## src/rtl/mem_str_fwd_unit_if.sv

```systemverilog
// Bus bundle for mem_str_fwd_unit: pipeline control, two-lane writeback,
// store operands, and the registered store word returned to the MEM stage.
//   master : drives stall/flush, wb_* and str_*; observes mem_data/valid/hits
//   slave  : the forwarding unit itself
interface mem_str_fwd_unit_if #(
    parameter int unsigned DATA_W = 8,
    parameter int unsigned TOP_W  = 4,
    parameter int unsigned ADDR_W = 5
);
    logic                    stall;
    logic                    flush;
    logic                    wb_valid_top;
    logic [ADDR_W-1:0]       wb_addr_top;
    logic [DATA_W-1:0]       wb_data_top;
    logic                    wb_valid_bot;
    logic [ADDR_W-1:0]       wb_addr_bot;
    logic [DATA_W-1:0]       wb_data_bot;
    logic                    str_valid;
    logic [ADDR_W-1:0]       str_addr_top;
    logic [DATA_W-1:0]       str_data_top;
    logic [ADDR_W-1:0]       str_addr_bot;
    logic [DATA_W-1:0]       str_data_bot;
    logic [TOP_W+DATA_W-1:0] mem_data;
    logic                    mem_data_valid;
    logic                    fwd_hit_top;
    logic                    fwd_hit_bot;

    modport master (
        output stall, flush,
        output wb_valid_top, wb_addr_top, wb_data_top,
        output wb_valid_bot, wb_addr_bot, wb_data_bot,
        output str_valid, str_addr_top, str_data_top, str_addr_bot, str_data_bot,
        input  mem_data, mem_data_valid, fwd_hit_top, fwd_hit_bot
    );

    modport slave (
        input  stall, flush,
        input  wb_valid_top, wb_addr_top, wb_data_top,
        input  wb_valid_bot, wb_addr_bot, wb_data_bot,
        input  str_valid, str_addr_top, str_data_top, str_addr_bot, str_data_bot,
        output mem_data, mem_data_valid, fwd_hit_top, fwd_hit_bot
    );
endinterface

```

## src/rtl/mem_str_fwd_unit.sv

```systemverilog
// MEM-stage store-data forwarding unit. Keeps NUM_WB cycles of two-lane
// writeback history and forwards the youngest matching writeback (live lanes
// first, then history) into each field of the store word, one cycle later.
//   clock   : rising-edge clock
//   reset_n : asynchronous active-low reset
//   bus     : mem_str_fwd_unit_if.slave (control, writeback, store, outputs)
module mem_str_fwd_unit #(
    parameter int unsigned DATA_W = 8,
    parameter int unsigned TOP_W  = 4,
    parameter int unsigned ADDR_W = 5,
    parameter int unsigned NUM_WB = 2
) (
    input logic              clock,
    input logic              reset_n,
    mem_str_fwd_unit_if.slave bus
);

    logic [NUM_WB-1:0]             hist_vld_top_q,  hist_vld_top_d;
    logic [NUM_WB-1:0][ADDR_W-1:0] hist_addr_top_q, hist_addr_top_d;
    logic [NUM_WB-1:0][DATA_W-1:0] hist_data_top_q, hist_data_top_d;
    logic [NUM_WB-1:0]             hist_vld_bot_q,  hist_vld_bot_d;
    logic [NUM_WB-1:0][ADDR_W-1:0] hist_addr_bot_q, hist_addr_bot_d;
    logic [NUM_WB-1:0][DATA_W-1:0] hist_data_bot_q, hist_data_bot_d;

    logic [TOP_W+DATA_W-1:0] mem_data_q, mem_data_d;
    logic                    mem_data_valid_q, mem_data_valid_d;
    logic                    fwd_hit_top_q, fwd_hit_top_d;
    logic                    fwd_hit_bot_q, fwd_hit_bot_d;

    logic [TOP_W-1:0]  sel_top;
    logic [DATA_W-1:0] sel_bot;
    logic              hit_top;
    logic              hit_bot;

    // Candidates are scanned oldest to youngest so a later match overrides an
    // earlier one; within a cycle the bottom lane is scanned after the top.
    always_comb begin
        int unsigned k;
        sel_top = bus.str_data_top[TOP_W-1:0];
        sel_bot = bus.str_data_bot;
        hit_top = 1'b0;
        hit_bot = 1'b0;
        k       = 0;
        for (int unsigned i = 0; i < NUM_WB; i++) begin
            k = NUM_WB - 1 - i;
            if (hist_vld_top_q[k] && hist_addr_top_q[k] == bus.str_addr_top) begin
                hit_top = 1'b1;
                sel_top = hist_data_top_q[k][TOP_W-1:0];
            end
            if (hist_vld_bot_q[k] && hist_addr_bot_q[k] == bus.str_addr_top) begin
                hit_top = 1'b1;
                sel_top = hist_data_bot_q[k][TOP_W-1:0];
            end
            if (hist_vld_top_q[k] && hist_addr_top_q[k] == bus.str_addr_bot) begin
                hit_bot = 1'b1;
                sel_bot = hist_data_top_q[k];
            end
            if (hist_vld_bot_q[k] && hist_addr_bot_q[k] == bus.str_addr_bot) begin
                hit_bot = 1'b1;
                sel_bot = hist_data_bot_q[k];
            end
        end
        if (bus.wb_valid_top && bus.wb_addr_top == bus.str_addr_top) begin
            hit_top = 1'b1;
            sel_top = bus.wb_data_top[TOP_W-1:0];
        end
        if (bus.wb_valid_bot && bus.wb_addr_bot == bus.str_addr_top) begin
            hit_top = 1'b1;
            sel_top = bus.wb_data_bot[TOP_W-1:0];
        end
        if (bus.wb_valid_top && bus.wb_addr_top == bus.str_addr_bot) begin
            hit_bot = 1'b1;
            sel_bot = bus.wb_data_top;
        end
        if (bus.wb_valid_bot && bus.wb_addr_bot == bus.str_addr_bot) begin
            hit_bot = 1'b1;
            sel_bot = bus.wb_data_bot;
        end
        // Register 0 is hardwired; it never forwards.
        if (bus.str_addr_top == '0) begin
            hit_top = 1'b0;
            sel_top = bus.str_data_top[TOP_W-1:0];
        end
        if (bus.str_addr_bot == '0) begin
            hit_bot = 1'b0;
            sel_bot = bus.str_data_bot;
        end
    end

    always_comb begin
        hist_vld_top_d   = hist_vld_top_q;
        hist_addr_top_d  = hist_addr_top_q;
        hist_data_top_d  = hist_data_top_q;
        hist_vld_bot_d   = hist_vld_bot_q;
        hist_addr_bot_d  = hist_addr_bot_q;
        hist_data_bot_d  = hist_data_bot_q;
        mem_data_d       = mem_data_q;
        mem_data_valid_d = mem_data_valid_q;
        fwd_hit_top_d    = fwd_hit_top_q;
        fwd_hit_bot_d    = fwd_hit_bot_q;
        if (bus.flush) begin
            hist_vld_top_d   = '0;
            hist_vld_bot_d   = '0;
            mem_data_valid_d = 1'b0;
            fwd_hit_top_d    = 1'b0;
            fwd_hit_bot_d    = 1'b0;
        end else if (!bus.stall) begin
            for (int unsigned k = 1; k < NUM_WB; k++) begin
                hist_vld_top_d[k]  = hist_vld_top_q[k-1];
                hist_addr_top_d[k] = hist_addr_top_q[k-1];
                hist_data_top_d[k] = hist_data_top_q[k-1];
                hist_vld_bot_d[k]  = hist_vld_bot_q[k-1];
                hist_addr_bot_d[k] = hist_addr_bot_q[k-1];
                hist_data_bot_d[k] = hist_data_bot_q[k-1];
            end
            hist_vld_top_d[0]  = bus.wb_valid_top;
            hist_addr_top_d[0] = bus.wb_addr_top;
            hist_data_top_d[0] = bus.wb_data_top;
            hist_vld_bot_d[0]  = bus.wb_valid_bot;
            hist_addr_bot_d[0] = bus.wb_addr_bot;
            hist_data_bot_d[0] = bus.wb_data_bot;
            mem_data_valid_d   = bus.str_valid;
            if (bus.str_valid) begin
                mem_data_d    = {sel_top, sel_bot};
                fwd_hit_top_d = hit_top;
                fwd_hit_bot_d = hit_bot;
            end
        end
    end

    always_ff @(posedge clock or negedge reset_n) begin
        if (!reset_n) begin
            hist_vld_top_q   <= '0;
            hist_addr_top_q  <= '0;
            hist_data_top_q  <= '0;
            hist_vld_bot_q   <= '0;
            hist_addr_bot_q  <= '0;
            hist_data_bot_q  <= '0;
            mem_data_q       <= '0;
            mem_data_valid_q <= 1'b0;
            fwd_hit_top_q    <= 1'b0;
            fwd_hit_bot_q    <= 1'b0;
        end else begin
            hist_vld_top_q   <= hist_vld_top_d;
            hist_addr_top_q  <= hist_addr_top_d;
            hist_data_top_q  <= hist_data_top_d;
            hist_vld_bot_q   <= hist_vld_bot_d;
            hist_addr_bot_q  <= hist_addr_bot_d;
            hist_data_bot_q  <= hist_data_bot_d;
            mem_data_q       <= mem_data_d;
            mem_data_valid_q <= mem_data_valid_d;
            fwd_hit_top_q    <= fwd_hit_top_d;
            fwd_hit_bot_q    <= fwd_hit_bot_d;
        end
    end

    assign bus.mem_data       = mem_data_q;
    assign bus.mem_data_valid = mem_data_valid_q;
    assign bus.fwd_hit_top    = fwd_hit_top_q;
    assign bus.fwd_hit_bot    = fwd_hit_bot_q;

endmodule

```

## src/flat_wrapper.sv

```systemverilog
// flat-port wrapper written by rule: the top's interface ports become plain ports
module mem_str_fwd_unit_flat 
#(
    parameter int unsigned DATA_W = 8,
    parameter int unsigned TOP_W  = 4,
    parameter int unsigned ADDR_W = 5,
    parameter int unsigned NUM_WB = 2
)
  (clock, reset_n, bus_stall, bus_flush, bus_wb_valid_top, bus_wb_addr_top, bus_wb_data_top, bus_wb_valid_bot, bus_wb_addr_bot, bus_wb_data_bot, bus_str_valid, bus_str_addr_top, bus_str_data_top, bus_str_addr_bot, bus_str_data_bot, bus_mem_data, bus_mem_data_valid, bus_fwd_hit_top, bus_fwd_hit_bot);
  mem_str_fwd_unit_if #(.DATA_W(DATA_W), .TOP_W(TOP_W), .ADDR_W(ADDR_W)) bus_i ();
  input logic clock;
  input logic reset_n;
  input wire logic [$bits(bus_i.stall)-1:0] bus_stall;
  input wire logic [$bits(bus_i.flush)-1:0] bus_flush;
  input wire logic [$bits(bus_i.wb_valid_top)-1:0] bus_wb_valid_top;
  input wire logic [$bits(bus_i.wb_addr_top)-1:0] bus_wb_addr_top;
  input wire logic [$bits(bus_i.wb_data_top)-1:0] bus_wb_data_top;
  input wire logic [$bits(bus_i.wb_valid_bot)-1:0] bus_wb_valid_bot;
  input wire logic [$bits(bus_i.wb_addr_bot)-1:0] bus_wb_addr_bot;
  input wire logic [$bits(bus_i.wb_data_bot)-1:0] bus_wb_data_bot;
  input wire logic [$bits(bus_i.str_valid)-1:0] bus_str_valid;
  input wire logic [$bits(bus_i.str_addr_top)-1:0] bus_str_addr_top;
  input wire logic [$bits(bus_i.str_data_top)-1:0] bus_str_data_top;
  input wire logic [$bits(bus_i.str_addr_bot)-1:0] bus_str_addr_bot;
  input wire logic [$bits(bus_i.str_data_bot)-1:0] bus_str_data_bot;
  output wire logic [$bits(bus_i.mem_data)-1:0] bus_mem_data;
  output wire logic [$bits(bus_i.mem_data_valid)-1:0] bus_mem_data_valid;
  output wire logic [$bits(bus_i.fwd_hit_top)-1:0] bus_fwd_hit_top;
  output wire logic [$bits(bus_i.fwd_hit_bot)-1:0] bus_fwd_hit_bot;
  assign bus_i.stall = bus_stall;
  assign bus_i.flush = bus_flush;
  assign bus_i.wb_valid_top = bus_wb_valid_top;
  assign bus_i.wb_addr_top = bus_wb_addr_top;
  assign bus_i.wb_data_top = bus_wb_data_top;
  assign bus_i.wb_valid_bot = bus_wb_valid_bot;
  assign bus_i.wb_addr_bot = bus_wb_addr_bot;
  assign bus_i.wb_data_bot = bus_wb_data_bot;
  assign bus_i.str_valid = bus_str_valid;
  assign bus_i.str_addr_top = bus_str_addr_top;
  assign bus_i.str_data_top = bus_str_data_top;
  assign bus_i.str_addr_bot = bus_str_addr_bot;
  assign bus_i.str_data_bot = bus_str_data_bot;
  assign bus_mem_data = bus_i.mem_data;
  assign bus_mem_data_valid = bus_i.mem_data_valid;
  assign bus_fwd_hit_top = bus_i.fwd_hit_top;
  assign bus_fwd_hit_bot = bus_i.fwd_hit_bot;
  mem_str_fwd_unit #(.DATA_W(DATA_W), .TOP_W(TOP_W), .ADDR_W(ADDR_W), .NUM_WB(NUM_WB)) u_core (.clock(clock), .reset_n(reset_n), .bus(bus_i));
endmodule
```

## config.mk

```make
export PLATFORM = sky130hd
export DESIGN_NAME = mem_str_fwd_unit_flat
export DESIGN_NICKNAME = d
export VERILOG_FILES = /design/src/rtl/mem_str_fwd_unit_if.sv /design/src/rtl/mem_str_fwd_unit.sv /design/src/flat_wrapper.sv
export SDC_FILE = /design/constraint.sdc
export NUM_CORES = 1
export LEC_CHECK = 0
export CORE_MARGIN = 1
export CORE_UTILIZATION = 35
export DETAILED_ROUTE_END_ITERATION = 10
export DONT_BUFFER_PORTS = 1
export HOLD_SLACK_MARGIN = 0.12
export PLACE_DENSITY_LB_ADDON = 0.15
export SLEW_MARGIN = 5
export SYNTH_ARGS = -nofsm -noshare
export SYNTH_HDL_FRONTEND = slang
export SYNTH_SLANG_ARGS = --single-unit
```

## constraint.sdc

```tcl
create_clock -name clock -period 1.9 [get_ports clock]
set_input_delay 0.19 -clock clock [delete_from_list [all_inputs] [get_ports clock]]
set_output_delay 0.19 -clock clock [all_outputs]
set_load 0.05 [all_outputs]
```

* Word-level counts from Yosys, hierarchy flattened
Cells that the tools add are included.
Operators by class: bitwise operators 2, eq/ne operators 13, mux-type cells 40, reductions and logical operators 18
Operator list (number):
- $eq A5 B5 Y1 | 12
- $mux W8 | 7
- $mux W4 | 7
- $mux W1 | 22
- $logic_and A1 B1 Y1 | 12
- $logic_not A5 Y1 | 2
- $mux W2 | 4
- $reduce_and A2 Y1 | 2
- $reduce_and A3 Y1 | 1
- $ne A2 B1 Y1 const B | 1
- $not A1 Y1 | 2
- $reduce_bool A2 Y1 | 1
Storage, ports and cells: bits in registers 71, word-level logic and storage cells 87

* Depth between registers and ports, before layout
word-level depth 12, mapped depth 9, mapped depth without buffers 6

* Worst setup path after synthesis
No wires, ideal clock.
path kind reg2reg, start register u_core.hist_addr_top_q[8] in the netlist's numbering, end register u_core.mem_data_q[0] (netlist: u_core.bus.mem_data[0]), path buffers 0, library setup time 0.122 ns, data arrival time 1.867 ns, path slack -0.088 ns, required time 1.778 ns, clock period less this slack 1.988 ns, stages on the path, launching flop included 7, cell sequence dfrtp_1 xor2_2 nor4_4 nand3_4 a221oi_1 o211ai_1 a32o_1
On the way: longest elaborated chain between the ends 9
Ends and longest elaborated chain:
- start, declared | line mem_str_fwd_unit.sv:19 | logic [NUM_WB-1:0][ADDR_W-1:0] hist_addr_top_q, hist_addr_top_d;
- start signal, assigned | line mem_str_fwd_unit.sv:145 | hist_addr_top_q <= hist_addr_top_d;
- $eq A5 B5 Y1 | line mem_str_fwd_unit.sv:54 | if (hist_vld_top_q[k] && hist_addr_top_q[k] == bus.str_addr_bot) begin
- $logic_and A1 B1 Y1 | line mem_str_fwd_unit.sv:54
- $mux W8 | line mem_str_fwd_unit.sv:54
- $mux W8 | line mem_str_fwd_unit.sv:58 | if (hist_vld_bot_q[k] && hist_addr_bot_q[k] == bus.str_addr_bot) begin
- $mux W8 | line mem_str_fwd_unit.sv:54
- $mux W8 | line mem_str_fwd_unit.sv:58
- $mux W8 | line mem_str_fwd_unit.sv:71 | if (bus.wb_valid_top && bus.wb_addr_top == bus.str_addr_bot) begin
- $mux W8 | line mem_str_fwd_unit.sv:75 | if (bus.wb_valid_bot && bus.wb_addr_bot == bus.str_addr_bot) begin
- $mux W8 | line mem_str_fwd_unit.sv:84 | if (bus.str_addr_bot == '0) begin
- end signal, assigned | line mem_str_fwd_unit.sv:150 | mem_data_q <= mem_data_d;
- end, declared | line mem_str_fwd_unit.sv:25 | logic [TOP_W+DATA_W-1:0] mem_data_q, mem_data_d;
Every way passes these cells. A chain may end at the register's enable or synchronous reset.

* Worst setup path after layout
start register u_core.hist_addr_top_q[3] in the netlist's numbering, end register u_core.mem_data_q[1] (netlist: u_core.bus.mem_data[1])
On the way: longest elaborated chain between the ends 7
Ends and longest elaborated chain (line):
- $eq A5 B5 Y1 | mem_str_fwd_unit.sv:54
- $logic_and A1 B1 Y1 | mem_str_fwd_unit.sv:54
- $mux W8 | mem_str_fwd_unit.sv:54
- $mux W8 | mem_str_fwd_unit.sv:58
- $mux W8 | mem_str_fwd_unit.sv:71
- $mux W8 | mem_str_fwd_unit.sv:75
- $mux W8 | mem_str_fwd_unit.sv:84
Every way passes these cells.

==> results.json <==
{
  "status": "finished, violations left",
  "violations": "negative setup slack",
  "worstReg2RegEnd": "u_core.bus.mem_data[1]",
  "vias_per_cell": 5.609,
  "synth_nets": 501,
  "cap_violations": 0,
  "required_ns": 2.15,
  "rows": 40,
  "static-leakage-power_nw": 2.336,
  "startpoint_type": "flop",
  "p_per_area_nw_per_um2": 857.3,
  "skew_ns": 0.002881,
  "fin_crit_sh_pct": 101.8,
  "drive_above_1_share_pct": 29.10,
  "path_cells": "xor2_1 -> nor4_2 -> buf_4 -> and3_4 -> a221oi_2 -> o211a_1 -> o41ai_2",
  "ctsLongestPathBuffers": 2,
  "start_util_pct": 36.53,
  "r2r_start": "u_core.hist_addr_top_q[3]",
  "cts_root_buffer": "clkbuf_16",
  "yosys.area.top_type": "dfrtp_1",
  "report.power.total_mw": 4.916,
  "cts_max_level": 3,
  "hp-class": "in2reg",
  "critPathKind": "reg2reg",
  "layout.cells.non_filler": 680,
  "route.met2.wl_um": 6927,
  "fmax_mhz": 517.1,
  "final_nets": 566,
  "holdWs_ns": 0.1258,
  "rsz0062_at_grt": "yes",
  "synth.most_common_cell": "dfrtp_1",
  "setup_ws_ns": -0.03402,
  "gr-total-overflow": 0,
  "cts_tree": "yes",
  "ys_warn_count": 0,
  "clk_latency_ns": 0.35,
  "cpPeakStageDelay_ns": 0.41,
  "hpwlAfterDp_um": 10200,
  "drc": 0,
  "ys_seq_area_share_pct": 39.66,
  "grt_pass1_vias": 4128,
  "cpMaxStageDelayCell": "dfrtp_1",
  "finalSetupViolCount": 4,
  "synthesis.area_um2": 4479,
  "die_x_um": 115.1,
  "worstPathArrival_ns": 2.18,
  "core_area_um2": 12260,
  "worst-path-max-fanout": 7,
  "dp_cells": 627,
  "syn_avg_cell_area_um2": 10.13,
  "r2r_setup_slack_ns": -0.03,
  "critPathCaptureType": "flop",
  "finalMaxSlewViolations": 0,
  "antenna_cells": 0,
  "synthCells": 442,
  "die-area_um2": 13250,
  "drt-met1-wl_um": 6366,
  "grt_usage_pct": 23.71,
  "synth_edf_count": 0,
  "cts_buffers": 9,
  "wire_per_inst_um": 21.30,
  "postRouteAntennaNets": 0,
  "hold_viol": 0,
  "slew-limit-headroom_pct": 52.94,
  "synth_top_area_share_pct": 39.66,
  "fillCellCount": 1181,
  "die_h_um": 115.1,
  "vias": 3814,
  "cts_num_sinks": 71,
  "gp_congestion": 0.8920,
  "crit_family": "simple AND/OR/NAND/NOR gates",
  "syn_to_final_growth_pct": 28.02,
  "route.met3.wl_um": 925,
  "worstRegToRegCells": 7,
  "synth_common_cells": "dfrtp_1 (71), mux2_2 (50), xnor2_1 (35), nand2_1 (33), xor2_1 (21)",
  "port_buffers": 0,
  "ys_seq_elements": 71,
  "drtIter0Drc": 197,
  "cp.depth": 7,
  "clkSlewWorstSetupHoldPaths_ns": 0.06,
  "crit_start": "u_core.hist_addr_top_q[3]",
  "top_layer": "met4",
  "min_period_ns": 1.934,
  "worst_pin_slew_ns": 0.7012,
  "synthFlopType": "dfrtp_1",
  "synth_cell_type_count": 57,
  "dr.pass1.iters": 4,
  "critPathBufInv": 1,
  "grt_max_degree": 72,
  "grt_first_pass_wirelength_um": 22820,
  "async_flop_share_pct": 100.0,
  "ir_drop_v": 0.0004338,
  "cp-endpoint": "u_core.bus.mem_data[1]",
  "synthTopCellsByArea": "dfrtp_1 (40%), mux2_2 (13%), xnor2_1 (6.8%)",
  "antenna_found_initial": 0,
  "io_pins": 74,
  "wirelength_um": 14480
}
[logic make-up after synthesis]
family	synth area share, %
simple gates	15.70
compound gates	15.34
flops	39.66
xor+xnor	11.31
mux	14.13
buf+inv	3.855
[registers in the layout (all words and copies together), names as in the netlist]
signal                     count
u_core.bus.fwd_hit_bot         1
u_core.bus.fwd_hit_top         1
u_core.bus.mem_data           12
u_core.bus.mem_data_valid      1
u_core.hist_addr_bot_q        10
u_core.hist_addr_top_q        10
u_core.hist_data_bot_q        16
u_core.hist_data_top_q        16
u_core.hist_vld_bot_q          2
u_core.hist_vld_top_q          2
[per-stage QoR]
stage	cell area, um^2	worst slack, ns	utilization, %	setup TNS, ns
finish	5734	-0.03402	46.77	-0.08786
global route	5734	-0.1122	46.77	-0.8513
CTS	5692	-0.01027	46.42	-0.02947
detailed placement	4938	-0.1053	40.28	-0.7144
global placement	4938	-0.1145	40.28	-0.7217
floorplan	4493	-0.06455	-	-0.08570
[where the power goes]
| group | switching (mW) | total (mW) | internal [mW] |
|---|---|---|---|
| clock network | 0.650 | 1.70 | 1.05 |
| registers | 0.389 | 2.17 | 1.78 |
| logic | 0.456 | 1.05 | 0.598 |
[worst min-delay path by stage]
stage / from / end / slack [ns] / depth (start not counted)
6_report: bus_str_valid / u_core.bus.mem_data_valid / 0.13 / 2
5_1_grt: bus_str_addr_top[0] / u_core.bus.mem_data[8] / 0.14 / 2
4_1_cts: bus_str_data_top[3] / u_core.bus.mem_data[11] / 0.12 / 2
3_5_place_dp: reset_n / u_core.hist_data_top_q[3] / -0.10 / 0
3_3_place_gp: reset_n / u_core.hist_data_top_q[3] / -0.10 / 0
2_1_floorplan: reset_n / u_core.bus.fwd_hit_bot / -0.11 / 0
[layout by cell type (no fill, tap or decap), types with 6 or more instances in the layout]
master          n
dfrtp_1        71
mux2_2         50
buf_4          44
dlygate4sd3_1  35
xnor2_1        34
nand2_1        32
xor2_1         20
nor2_1         19
o21ai_0        18
nand3_1        14
a221oi_2       11
nand2b_1       10
a21oi_1        10
clkbuf_16       9
nand4_1         8
nor3_1          8
and3_1          8
mux2i_1         7
inv_1           6
a221oi_1        6
[final cells by class]
cell class | count | area [um^2] | share of cell area (%)
inverter | 6 | 22.52 | 0.3928
clock inverter | 4 | 45.04 | 0.7855
multi-input combinational | 335 | 2671 | 46.59
tap | 168 | 210.2 | 3.666
sequential | 71 | 1777 | 30.98
timing repair buffer | 84 | 762.0 | 13.29
clock buffer | 12 | 246.5 | 4.298
[per-layer routing]
metal | vias up | track usage, %
li1 | 1760 | -
met1 | 1918 | 29.81
met2 | 117 | 39.44
met3 | 19 | 6.378
met4 | 0 | 7.879
met5 | - | 0
[repair_timing]
| item | 4_1_cts | 5_1_grt |
|---|---|---|
| hold endpoints to repair | 112 | 0 |
| setup endpoints to repair | 12 | 12 |
| pin swaps | 13 | 12 |
| hold buffers | 36 | 0 |
| resized for setup | 14 | 12 |
| buffers inserted | 1 | 1 |
Power figures use the tool's default switching activity.
